### config.mk
export PLATFORM = sky130hd
export DESIGN_NAME = bpu_update_queue
export DESIGN_NICKNAME = d
export VERILOG_FILES = /design/src/rtl/bpu_pkg.sv /design/src/rtl/bpu_update_queue.sv
export SDC_FILE = /design/constraint.sdc
export NUM_CORES = 1
export LEC_CHECK = 0
export BUFFER_PORTS_ARGS = -buffer_cell sky130_fd_sc_hd__clkbuf_2
export CORE_MARGIN = 2
export CORE_UTILIZATION = 65
export DETAILED_ROUTE_END_ITERATION = 16
export PLACE_DENSITY = 0.84
export SLEW_MARGIN = 20
export SYNTH_ARGS = -nofsm -noshare
export SYNTH_HDL_FRONTEND = slang
export SYNTH_SLANG_ARGS = --single-unit
### constraint.sdc
create_clock -name clk -period 6.2 [get_ports clk]
set_input_delay 0 -clock clk [delete_from_list [all_inputs] [get_ports clk]]
set_output_delay 0 -clock clk [all_outputs]
set_load 0.01 [all_outputs]
### src/rtl/bpu_pkg.sv
// Shared types for the bimodal predictor update path.
// The update payload is {pc, taken} with the taken bit in bit 0.
package bpu_pkg;

   localparam int unsigned BPU_PC_WIDTH = 32;
   localparam int unsigned TAKEN_BIT    = 0;

   typedef struct packed {
      logic [BPU_PC_WIDTH-1:0] pc;
      logic                    taken;
   } bpu_update_t;

   function automatic bpu_update_t mk_update(input logic [BPU_PC_WIDTH-1:0] pc,
                                             input logic                    taken);
      bpu_update_t u;
      u.pc    = pc;
      u.taken = taken;
      return u;
   endfunction

endpackage

### src/rtl/bpu_update_queue.sv
// In-order queue between the 2-wide commit stage and the single update port
// of the bimodal base predictor. Accepts up to two branches per cycle, drains one.
module bpu_update_queue
   import bpu_pkg::*;
#(
   parameter int unsigned DEPTH     = 8,
   parameter int unsigned PC_WIDTH  = 32,
   parameter int unsigned CNT_WIDTH = 32
) (
   input  logic                       clk,
   input  logic                       rst_n,
   input  logic [1:0]                 commit_valid_i,
   input  logic [1:0]                 commit_is_cond_i,
   input  logic [2*PC_WIDTH-1:0]      commit_pc_i,
   input  logic [1:0]                 commit_taken_i,
   output logic                       commit_ready_o,
   output logic                       update_valid_o,
   output logic [PC_WIDTH:0]          update_instr_info_o,
   output logic [$clog2(DEPTH):0]     occupancy_o,
   output logic [CNT_WIDTH-1:0]       update_cnt_o
);

   localparam int unsigned PTR_W  = $clog2(DEPTH);
   localparam int unsigned CNT_W  = PTR_W + 1;
   localparam int unsigned INFO_W = PC_WIDTH + 1;

   typedef logic [INFO_W-1:0] info_t;

   info_t                mem_q [DEPTH];
   logic [PTR_W-1:0]     rd_ptr_q, rd_ptr_d;
   logic [PTR_W-1:0]     wr_ptr_q, wr_ptr_d;
   logic [PTR_W-1:0]     wr_ptr_p1;
   logic [CNT_W-1:0]     count_q, count_d;
   logic                 upd_valid_q, upd_valid_d;
   info_t                upd_info_q, upd_info_d;
   logic [CNT_WIDTH-1:0] upd_cnt_q, upd_cnt_d;

   logic [1:0]           qual;
   logic                 ready;
   logic                 pop;
   logic [1:0]           n_push;
   logic                 we0, we1;
   info_t                slot0_info, slot1_info;
   info_t                wdata0, wdata1;

   // Entry layout follows the predictor: pc above the taken bit.
   always_comb begin
      slot0_info            = '0;
      slot1_info            = '0;
      slot0_info[TAKEN_BIT] = commit_taken_i[0];
      slot1_info[TAKEN_BIT] = commit_taken_i[1];
      slot0_info[INFO_W-1:1] = commit_pc_i[PC_WIDTH-1:0];
      slot1_info[INFO_W-1:1] = commit_pc_i[2*PC_WIDTH-1:PC_WIDTH];
   end

   assign qual      = commit_valid_i & commit_is_cond_i;
   assign ready     = (count_q <= CNT_W'(DEPTH - 2));
   assign pop       = (count_q != '0);
   assign wr_ptr_p1 = wr_ptr_q + PTR_W'(1);

   // Compact qualified slots so the older one always lands at wr_ptr.
   always_comb begin
      we0    = 1'b0;
      we1    = 1'b0;
      wdata0 = slot0_info;
      wdata1 = slot1_info;
      n_push = 2'd0;
      if (ready) begin
         unique case (qual)
            2'b11: begin
               we0    = 1'b1;
               we1    = 1'b1;
               n_push = 2'd2;
            end
            2'b01: begin
               we0    = 1'b1;
               n_push = 2'd1;
            end
            2'b10: begin
               we0    = 1'b1;
               wdata0 = slot1_info;
               n_push = 2'd1;
            end
            default: ;
         endcase
      end
   end

   // Pointer, occupancy and registered update-port next state.
   always_comb begin
      rd_ptr_d    = rd_ptr_q + PTR_W'(pop);
      wr_ptr_d    = wr_ptr_q + PTR_W'(n_push);
      count_d     = count_q + CNT_W'(n_push) - CNT_W'(pop);
      upd_valid_d = pop;
      upd_info_d  = upd_info_q;
      upd_cnt_d   = upd_cnt_q;
      if (pop) begin
         upd_info_d = mem_q[rd_ptr_q];
         upd_cnt_d  = upd_cnt_q + CNT_WIDTH'(1);
      end
   end

   always_ff @(posedge clk or negedge rst_n) begin
      if (!rst_n) begin
         rd_ptr_q    <= '0;
         wr_ptr_q    <= '0;
         count_q     <= '0;
         upd_valid_q <= 1'b0;
         upd_info_q  <= '0;
         upd_cnt_q   <= '0;
      end else begin
         rd_ptr_q    <= rd_ptr_d;
         wr_ptr_q    <= wr_ptr_d;
         count_q     <= count_d;
         upd_valid_q <= upd_valid_d;
         upd_info_q  <= upd_info_d;
         upd_cnt_q   <= upd_cnt_d;
      end
   end

   // Storage needs no reset: occupancy gates every read.
   always_ff @(posedge clk) begin
      if (we0) mem_q[wr_ptr_q]  <= wdata0;
      if (we1) mem_q[wr_ptr_p1] <= wdata1;
   end

   assign commit_ready_o      = ready;
   assign update_valid_o      = upd_valid_q;
   assign update_instr_info_o = upd_info_q;
   assign occupancy_o         = count_q;
   assign update_cnt_o        = upd_cnt_q;

endmodule

Yosys cells after proc, flatten, opt, wreduce, memory -nomap -nowiden
Memories as Yosys holds them, arrays and structs flattened. A register that Yosys moved wholly into a read port is not among the register bits. Cells that the tools add are included.

$add $sub $neg: 6. Multipliers: 0. Divide/modulo/power cells: 0. Order comparisons: 1. Equal/unequal tests: 3. Shift-type cells: 0. Muxes and demuxes: 12. Bitwise logic cells: 1. Reduce and logical (&&, ||, !) cells: 4.

Operator list (number): 33-bit two-way mux (2); 32-bit by 1-bit adder with 32-bit output (second input constant) (1); 1-bit two-way mux (8); 4-bit by 2-bit adder with 4-bit output (1); 2-bit == test (second input constant) (2); 4-bit by 3-bit <= comparator with 1-bit output (second input constant) (1); 2-bit case mux with 2 select lines (1); 4-bit nonzero test (1); 4-bit by 1-bit subtractor with 4-bit output (1); 3-bit by 1-bit adder with 3-bit output (1); 3-bit by 1-bit adder with 3-bit output (second input constant) (1); 3-bit by 2-bit adder with 3-bit output (1); 3-bit OR reduction (1); 2-bit AND (1); 2-bit by 1-bit == test with 1-bit output (second input constant) (1); 2-bit two-way mux (1); 2-bit OR reduction (1); 1-bit zero test (1).

Register bits after elaboration: 43. Bits in latches: 0. RAM bits: 264. ROM bits: 0. Bits of input ports: 72. Output and inout bits: 71. Word-level logic and storage cells: 33. Memories kept: 1.

Memories: mem_q (words 8, width 33, rd ports 1, clocked after Yosys merged registers in 1, wr ports 2, line bpu_update_queue.sv:29) `info_t mem_q [DEPTH];`.

Depth between registers and ports, before layout
Gate-level depths: netlist of the first run.

Word-level depth: 7. Depth in mapped cells: 12.

Worst setup path before layout of the first run
Ideal clock, no wire load.

Path type: register -> register. Start: register count_q[3] (netlist: occupancy_o[3]). End: memory mem_q[2][0] in the netlist's numbering (enable). Setup time: 0.434 ns. Data arrival time: 2.848 ns. Data required time: 5.766 ns. Slack: 2.918 ns. Cell stages (with the launch flop): 7. Path buffers: 1. Cells stage by stage: dfrtp_1 > inv_1 > ha_1 > nand2_1 > mux2_2 > buf_2 > a21oi_1.

RTL lines: start, declared (line bpu_update_queue.sv:33) `logic [CNT_W-1:0] count_q, count_d;`; start signal, assigned (line bpu_update_queue.sv:114) `count_q <= count_d;`; end, declared (line bpu_update_queue.sv:29).

==> reports/results.ini, run 1 <==
[status]
status=complete, no violations

[floorplan]
start_util=0.662
rows=58
io-pin-count=143
die_area_um2=26900
die_height_um=164
fp.dieW_um=164
core_region_area_um2=25100

[clock_network]
cts_buffers=36
cts_setup_buffers=0
cts.sinks=340
htreeDepth=2
clock_latency_ns=0.52
ctsRootBufferMaster=clkbuf_16
clock_path_buffers=3
cts_tree=built
path_clk_slew_ns=0.06

[timing]
skew_ns=0.0131
final_max_slew_viol_count=0
tightestPinTransition_ns=1.15
final.setup.worst_slack_ns=2.55
hold_violations=0
grt_setup_unrepaired=no
finalSetupViolCount=0
min_period_ns=3.65
finalCritPeriodShare=0.589
setup_tns_ns=0
finalHoldWorstSlack_ns=0.0871
fmax_mhz=274
max_slew_margin=0.233

[setup_path]
r2r_start=occupancy_o[3]
required_ns=6.46
crit_path_start_kind=flip-flop
crit_type=reg -> reg
cp_common_cell=mux2_2
end_kind=flip-flop
crit_arrival_ns=3.91
cp_slowest_cell=o21a_2
crit_start=occupancy_o[3]
max_stage_delay_ns=0.94
crit_chain=inv_1 -> ha_1 -> nand2_1 -> mux2_2 -> inv_2 -> o21a_2 -> mux2_2 -> dlygate4sd3_1
worstPathMaxFanout=33

[placed_design]
placed_cells=1445
dp_worst_setup_slack_ns=3.05
port_buffers=142
place_hpwl_um=20300
place.gp.congestion=0.820

[cells_and_area]
final_nets=1345
final_cell_mix=edfxtp_1 (264), mux2_2 (247), clkbuf_2 (141)
instances_no_fill=1613
drive_gt1_frac=0.428
synthToLayoutAreaGrowth_pct=19.0
final_common_cell=edfxtp_1

[logic_synthesis]
yosysTopAreaCellShare=0.477
synth_compound_area_frac=0.0169
synthArstFlopShare=0.224
yosys_warnings=0
syn_nets=1112
synth_cells=1023
synth_top_family_by_area=multiplexers
synthTopCellsByArea=edfxtp_1 (48%), mux2_2 (17%), dfrtp_1 (11%), mux4_2 (8.9%), mux2i_1 (2.0%)
ys_seq_area_frac=0.592
yosys.area_share.simple=0.0406
netlist_area_um2=16600
syn_avg_cell_area_um2=16.2
synth_xor_area_frac=0.0204
synth-edff-count=264
ys_types=41
synth_top_area_cell=edfxtp_1
ys_ff_latch=340
synth_mux_area_frac=0.290
synthAdderAreaFrac=0.0137
synth_ff_type=edfxtp_1

[global_routing]
track_usage=0.289
grt_pass1_wl_um=58700
grt_overflow=0
grt_max_degree=68
grt_pass1_vias=10420
antenna_found_initial=1

[min_path]
hp-class=in -> reg
hp-start=commit_is_cond_i[0]

[power]
power.density_nw_per_um2=394
total_power_mw=7.78
leakage_nw=7.32
peakVddDrop_mv=0.292

[routing]
vias=9973
first_pass_iters=6
ant_nets=0
drc_errors=0
wl_um=37900
wl_per_cell_um=23.5
dr.first_iter.drc_count=1000
viasPerCell=6.18

[run]
maxCapViolCount=0

critical path: cells and delay by family (launching register included):
kind | cells | cell delay (ns)
multiplexers | 2 | 0.97
AO/OA/AOI/OAI | 1 | 0.94
buffers and inverters | 3 | 0.88
flip-flops | 1 | 0.35
adder cells (fa/ha/maj) | 1 | 0.18
AND/OR/NAND/NOR | 1 | 0.07
state kept, by name, summed over array words and instances (netlist names):
register,count
mem_q,264
occupancy_o,4
rd_ptr_q,3
update_cnt_o,32
update_instr_info_o,33
update_valid_o,1
wr_ptr_q,3
per-layer routing:
layer	GRT usage	wire, um	part of all wire	up-vias
li1	-	-	-	4459
met1	0.383	15400	0.41	5060
met2	0.502	19300	0.51	368
met3	0.0412	2190	0.058	86
met4	0.0865	985	0.026	0
met5	0	0	0	-
synthesized netlist by cell type, types with 2 or more instances:
cell type    n
and3_1       8
edfxtp_1   264
mux2i_1     33
nor3_1      14
mux2_1      19
mux4_2      66
xor2_1      25
fa_1         2
inv_1       21
nor4_1       5
buf_4       25
ha_1        15
nor2b_1      2
o21a_1       6
and2_1       2
nor4_2       7
and4_1       2
clkbuf_1     6
nand3_1     11
mux2_2     247
buf_1        6
xnor2_1     10
nand4_1      8
nor2_1      46
a21oi_2      2
buf_2       25
dfrtp_1     76
nand2_1     17
a21oi_1     41
power by group:
group          switching [mW]  total (mW)  internal [mW]
clock network           0.857        2.08           1.23
registers               0.346        3.25           2.91
logic                    1.22        2.44           1.22
cells by family after synthesis:
kind of cell               count (synthesis)
and+or+nand+nor                          128
adders and majority gates                 17
AOI/OAI and AO/OA                         51
xor gates and xnor gates                  37
buffers and inverters                     85
muxes                                    365
DFF                                      340
layout make-up:
type | instances | area [um2]
antenna | 1 | 2.50
clock buffer | 45 | 966
clock inverter | 19 | 161
fill | 1402 | 5340
inverter | 22 | 82.6
multi-input combinational | 598 | 6430
sequential | 340 | 9840
tap | 330 | 413
timing repair buffer | 258 | 1870
worst paths after layout:
kind,end,slack [ns],depth (start not counted)
max,mem_q[3][20],2.55,8
min,wr_ptr_q[0],0.09,6
max reg2reg,mem_q[3][20],2.55,8
min reg2reg,update_cnt_o[31],0.47,1
max in group asynchronous,rd_ptr_q[1],4.85,4
min in group asynchronous,wr_ptr_q[0],0.54,4
per-stage QoR:
step	area, um2	util
floorplan	16600	-
global placement	17600	0.700
detailed placement	17600	0.700
CTS	19700	0.786
global route	19800	0.787
finish	19800	0.787
timing repair:
action / 4_1_cts / 5_1_grt
hold buffers: 102 / 0
resized for setup: 0 / 0
endpoints found under the setup margin: 0 / 0
endpoints found under the hold margin: 293 / 0
(Power assumes the default switching activity.)
==> inputs of run 2 (changes only) <==
--- a/config.mk
+++ b/config.mk
@@ -5,11 +5,12 @@
 export SDC_FILE = /design/constraint.sdc
 export NUM_CORES = 1
 export LEC_CHECK = 0
+export ABC_AREA = 1
 export BUFFER_PORTS_ARGS = -buffer_cell sky130_fd_sc_hd__clkbuf_2
 export CORE_MARGIN = 2
-export CORE_UTILIZATION = 65
+export CORE_UTILIZATION = 61
 export DETAILED_ROUTE_END_ITERATION = 16
-export PLACE_DENSITY = 0.84
+export PLACE_DENSITY = 0.79
 export SLEW_MARGIN = 20
 export SYNTH_ARGS = -nofsm -noshare
 export SYNTH_HDL_FRONTEND = slang
==> constraint.sdc (replaced) <==
create_clock -name clk -period 3.6 [get_ports clk]
set_input_delay 0 -clock clk [delete_from_list [all_inputs] [get_ports clk]]
set_output_delay 0 -clock clk [all_outputs]
set_load 0.01 [all_outputs]
==> reports/results.ini, run 2 <==
[status]
status=complete, no violations  ; unchanged

[clock_network]
cts_tree=built  ; unchanged
htreeDepth=2  ; unchanged
ctsRootBufferMaster=clkbuf_16  ; unchanged
clock_latency_ns=0.52  ; about the same
cts_setup_buffers=0  ; unchanged
cts.sinks=340  ; unchanged
cts_buffers=36  ; unchanged
ctsResizeCount=0  ; unchanged
path_clk_slew_ns=0.06  ; about the same
clock_path_buffers=3  ; unchanged

[timing]
hold_violations=0  ; unchanged
finalHoldWorstSlack_ns=0.0104  ; was 0.0871 ns
max_slew_margin=0.280  ; was 0.233
finalCritPeriodShare=0.917  ; was 0.589
finalSetupViolCount=0  ; unchanged
tightestPinTransition_ns=1.08  ; was 1.15 ns
grt_setup_unrepaired=no  ; unchanged
final_max_slew_viol_count=0  ; unchanged
setup_tns_ns=0  ; unchanged
skew_ns=0.0136  ; was 0.0131 ns
fmax_mhz=303  ; was 274 MHz
final.setup.worst_slack_ns=0.299  ; was 2.55 ns
min_period_ns=3.30  ; was 3.65 ns

[logic_synthesis]
synth_top_area_cell=edfxtp_1  ; unchanged
ys_ff_latch=340  ; unchanged
ys_seq_area_frac=0.557  ; was 0.592
synthTopCellsByArea=edfxtp_1 (45%), nand2_1 (11%), dfrtp_1 (11%), o21ai_0 (8.5%), inv_1 (4.6%)  ; was edfxtp_1 (48%), mux2_2 (17%), dfrtp_1 (11%), mux4_2 (8.9%), mux2i_1 (2.0%)
ys_types=31  ; was 41
yosys_warnings=0  ; unchanged
syn_avg_cell_area_um2=9.13  ; was 16.2 um2
netlist_area_um2=17600  ; was 16600 um2
synth_cells=1931  ; was 1023
synth-edff-count=264  ; unchanged
synth_commonest_cells=nand2_1 (508), o21ai_0 (300), edfxtp_1 (264)  ; was edfxtp_1 (264), mux2_2 (247), dfrtp_1 (76)
yosysTopAreaCellShare=0.449  ; was 0.477
synth.most_common_cell=nand2_1  ; was edfxtp_1
syn_nets=2020  ; was 1112
synthArstFlopShare=0.224  ; unchanged
synth_ff_type=edfxtp_1  ; unchanged

[floorplan]
io-pin-count=143  ; unchanged
fp.dieW_um=174  ; was 164 um
die_height_um=174  ; was 164 um
rows=62  ; was 58
die_area_um2=30300  ; was 26900 um2
start_util=0.616  ; was 0.662
core_region_area_um2=28600  ; was 25100 um2

[placed_design]
port_buffers=142  ; unchanged
dp_worst_setup_slack_ns=0.628  ; was 3.05 ns
placed_cells=2365  ; was 1445
dpl_cell_area_um2=18500  ; was 17600 um2
place.gp.congestion=0.877  ; was 0.820
place_hpwl_um=25900  ; was 20300 um

[global_routing]
grt_overflow=0  ; unchanged
grt_pass1_vias=13609  ; was 10420
antenna_found_initial=0  ; was 1
track_usage=0.292  ; was 0.289
grt_max_degree=89  ; was 68
grt_pass1_wl_um=70200  ; was 58700 um

[setup_path]
r2r_start=wr_ptr_q[0]  ; was occupancy_o[3]
crit_arrival_ns=3.56  ; was 3.91 ns
r2r_setup_slack_ns=0.30  ; was 2.55 ns
worstPathMaxFanout=31  ; was 33
crit_type=reg -> reg  ; unchanged
crit_start=wr_ptr_q[0]  ; was occupancy_o[3]
r2r-end=mem_q[4][10]  ; was mem_q[3][20]
required_ns=3.86  ; was 6.46 ns
end_kind=flip-flop  ; unchanged
r2r_cells=9  ; was 8
crit_path_start_kind=flip-flop  ; unchanged

[cells_and_area]
multiInputGateArea_um2=6320  ; was 6430 um2
synthToLayoutAreaGrowth_pct=14.4  ; was 19.0%
drive_gt1_frac=0.136  ; was 0.428
fillers=2114  ; was 1402
final_nets=2159  ; was 1345
final_common_cell=nand2_1  ; was edfxtp_1
final_cell_mix=nand2_1 (508), o21ai_0 (292), edfxtp_1 (264)  ; was edfxtp_1 (264), mux2_2 (247), clkbuf_2 (141)
fin_util=0.705  ; was 0.787
largest_reg_flops=264  ; unchanged
fin_area_um2=20200  ; was 19800 um2
regMostFlops=mem_q  ; unchanged
instances_no_fill=2480  ; was 1613
antennaDiodeCount=0  ; was 1
register_area_um2=9840  ; unchanged

[routing]
wl_um=43900  ; was 37900 um
ant_nets=0  ; unchanged
drc_errors=0  ; unchanged
dr.first_iter.drc_count=1530  ; was 1000
first_pass_iters=5  ; was 6
wl_per_cell_um=17.7  ; was 23.5 um
viasPerCell=5.73  ; was 6.18
vias=14202  ; was 9973

[power]
power.density_nw_per_um2=690  ; was 394 nW/um2
total_power_mw=13.9  ; was 7.78 mW
peakVddDrop_mv=0.376  ; was 0.292 mV
power_frac_seq=0.401  ; was 0.418
swShare=0.363  ; was 0.311
cellInternalPower_mw=8.87  ; was 5.36 mW
p_sw_mw=5.05  ; was 2.42 mW
leakage_nw=8.85  ; was 7.32 nW
comb_power_share=0.333  ; was 0.314
clockPowerShare=0.265  ; was 0.268

[run]
maxCapViolCount=0  ; unchanged

[min_path]
hp-start=commit_pc_i[57]  ; was commit_is_cond_i[0]
whs_endpoint=mem_q[0][26]  ; was wr_ptr_q[0]
holdPathStages=3  ; was 6
hp-class=in -> reg  ; unchanged

[run 2: cell types whose count changed in the layout (fill, tap and decap cells not counted), sizes merged, moves of 33 or more]
cell | previous run | this run
o211ai | 0 | 66
mux4 | 66 | 0
mux2i | 33 | 0
dlygate4sd3 | 101 | 51
mux2 | 266 | 0
nand3 | 11 | 121
o21ai | 0 | 373
inv | 23 | 216
nand2 | 18 | 519
[run 2: cell type report]
type,instances,area share
clock buffer,50,0.0508
clock inverter,14,0.00719
inverter,217,0.0404
multi-input combinational,1250,0.313
sequential,340,0.488
tap,384,0.0238
timing repair buffer,225,0.0771
[run 2: worst max-delay path by stage]
stage,cells after the start,slack (ns),to
global route,9,0.08,mem_q[4][10]
global placement,10,0.67,mem_q[0][8]
CTS,9,0.37,mem_q[4][10]
floorplan,9,-0.46,mem_q[0][0]
detailed placement,9,0.63,mem_q[2][8]
finish,9,0.30,mem_q[4][10]
[run 2: what timing repair did]
action,4_1_cts,5_1_grt
hold buffers,51,0
hold endpoints to repair,250,0
setup endpoints to repair,0,0
[run 2: worst max-delay path, stage by stage (launching register included)]
cell,delay [ns]
dfrtp_1,0.70
ha_1,0.31
xor2_1,0.21
nand2_1,0.10
nor2_1,0.12
nand2_2,0.44
buf_4,0.41
nand2_1,0.09
o21ai_0,0.09
dlygate4sd3_1,0.57
[run 2: logic make-up after synthesis]
logic type | after synthesis | synth area share
AO/OA/AOI/OAI | 506 | 0.164
XOR/XNOR | 25 | 0.0124
adder cells (fa/ha/maj) | 17 | 0.0129
buffers and inverters | 341 | 0.0898
flip-flops | 340 | 0.557
AND/OR/NAND/NOR | 702 | 0.163
[run 2: power by group through the flow]
stage | Clock, mW | Combinational (mW) | Sequential, mW
6_report | 3.69 | 4.64 | 5.59
5_1_grt | 3.87 | 5.21 | 5.66
4_1_cts | 3.72 | 4.63 | 5.57
3_5_place_dp | 0 | 4.52 | 5.65
3_3_place_gp | 0 | 4.34 | 5.62
2_1_floorplan | 0 | 3.23 | 5.51
[run 2: routing by layer]
| layer | up-vias | part of all wire | global-route usage | wire length [um] |
|---|---|---|---|---|
| met3 | 95 | 0.083 | 0.0422 | 3640 |
| met2 | 650 | 0.49 | 0.500 | 21700 |
| met5 | - | 0 | 0 | 0 |
| li1 | 6810 | - | - | - |
| met4 | 0 | 0.031 | 0.106 | 1350 |
| met1 | 6647 | 0.39 | 0.381 | 17200 |
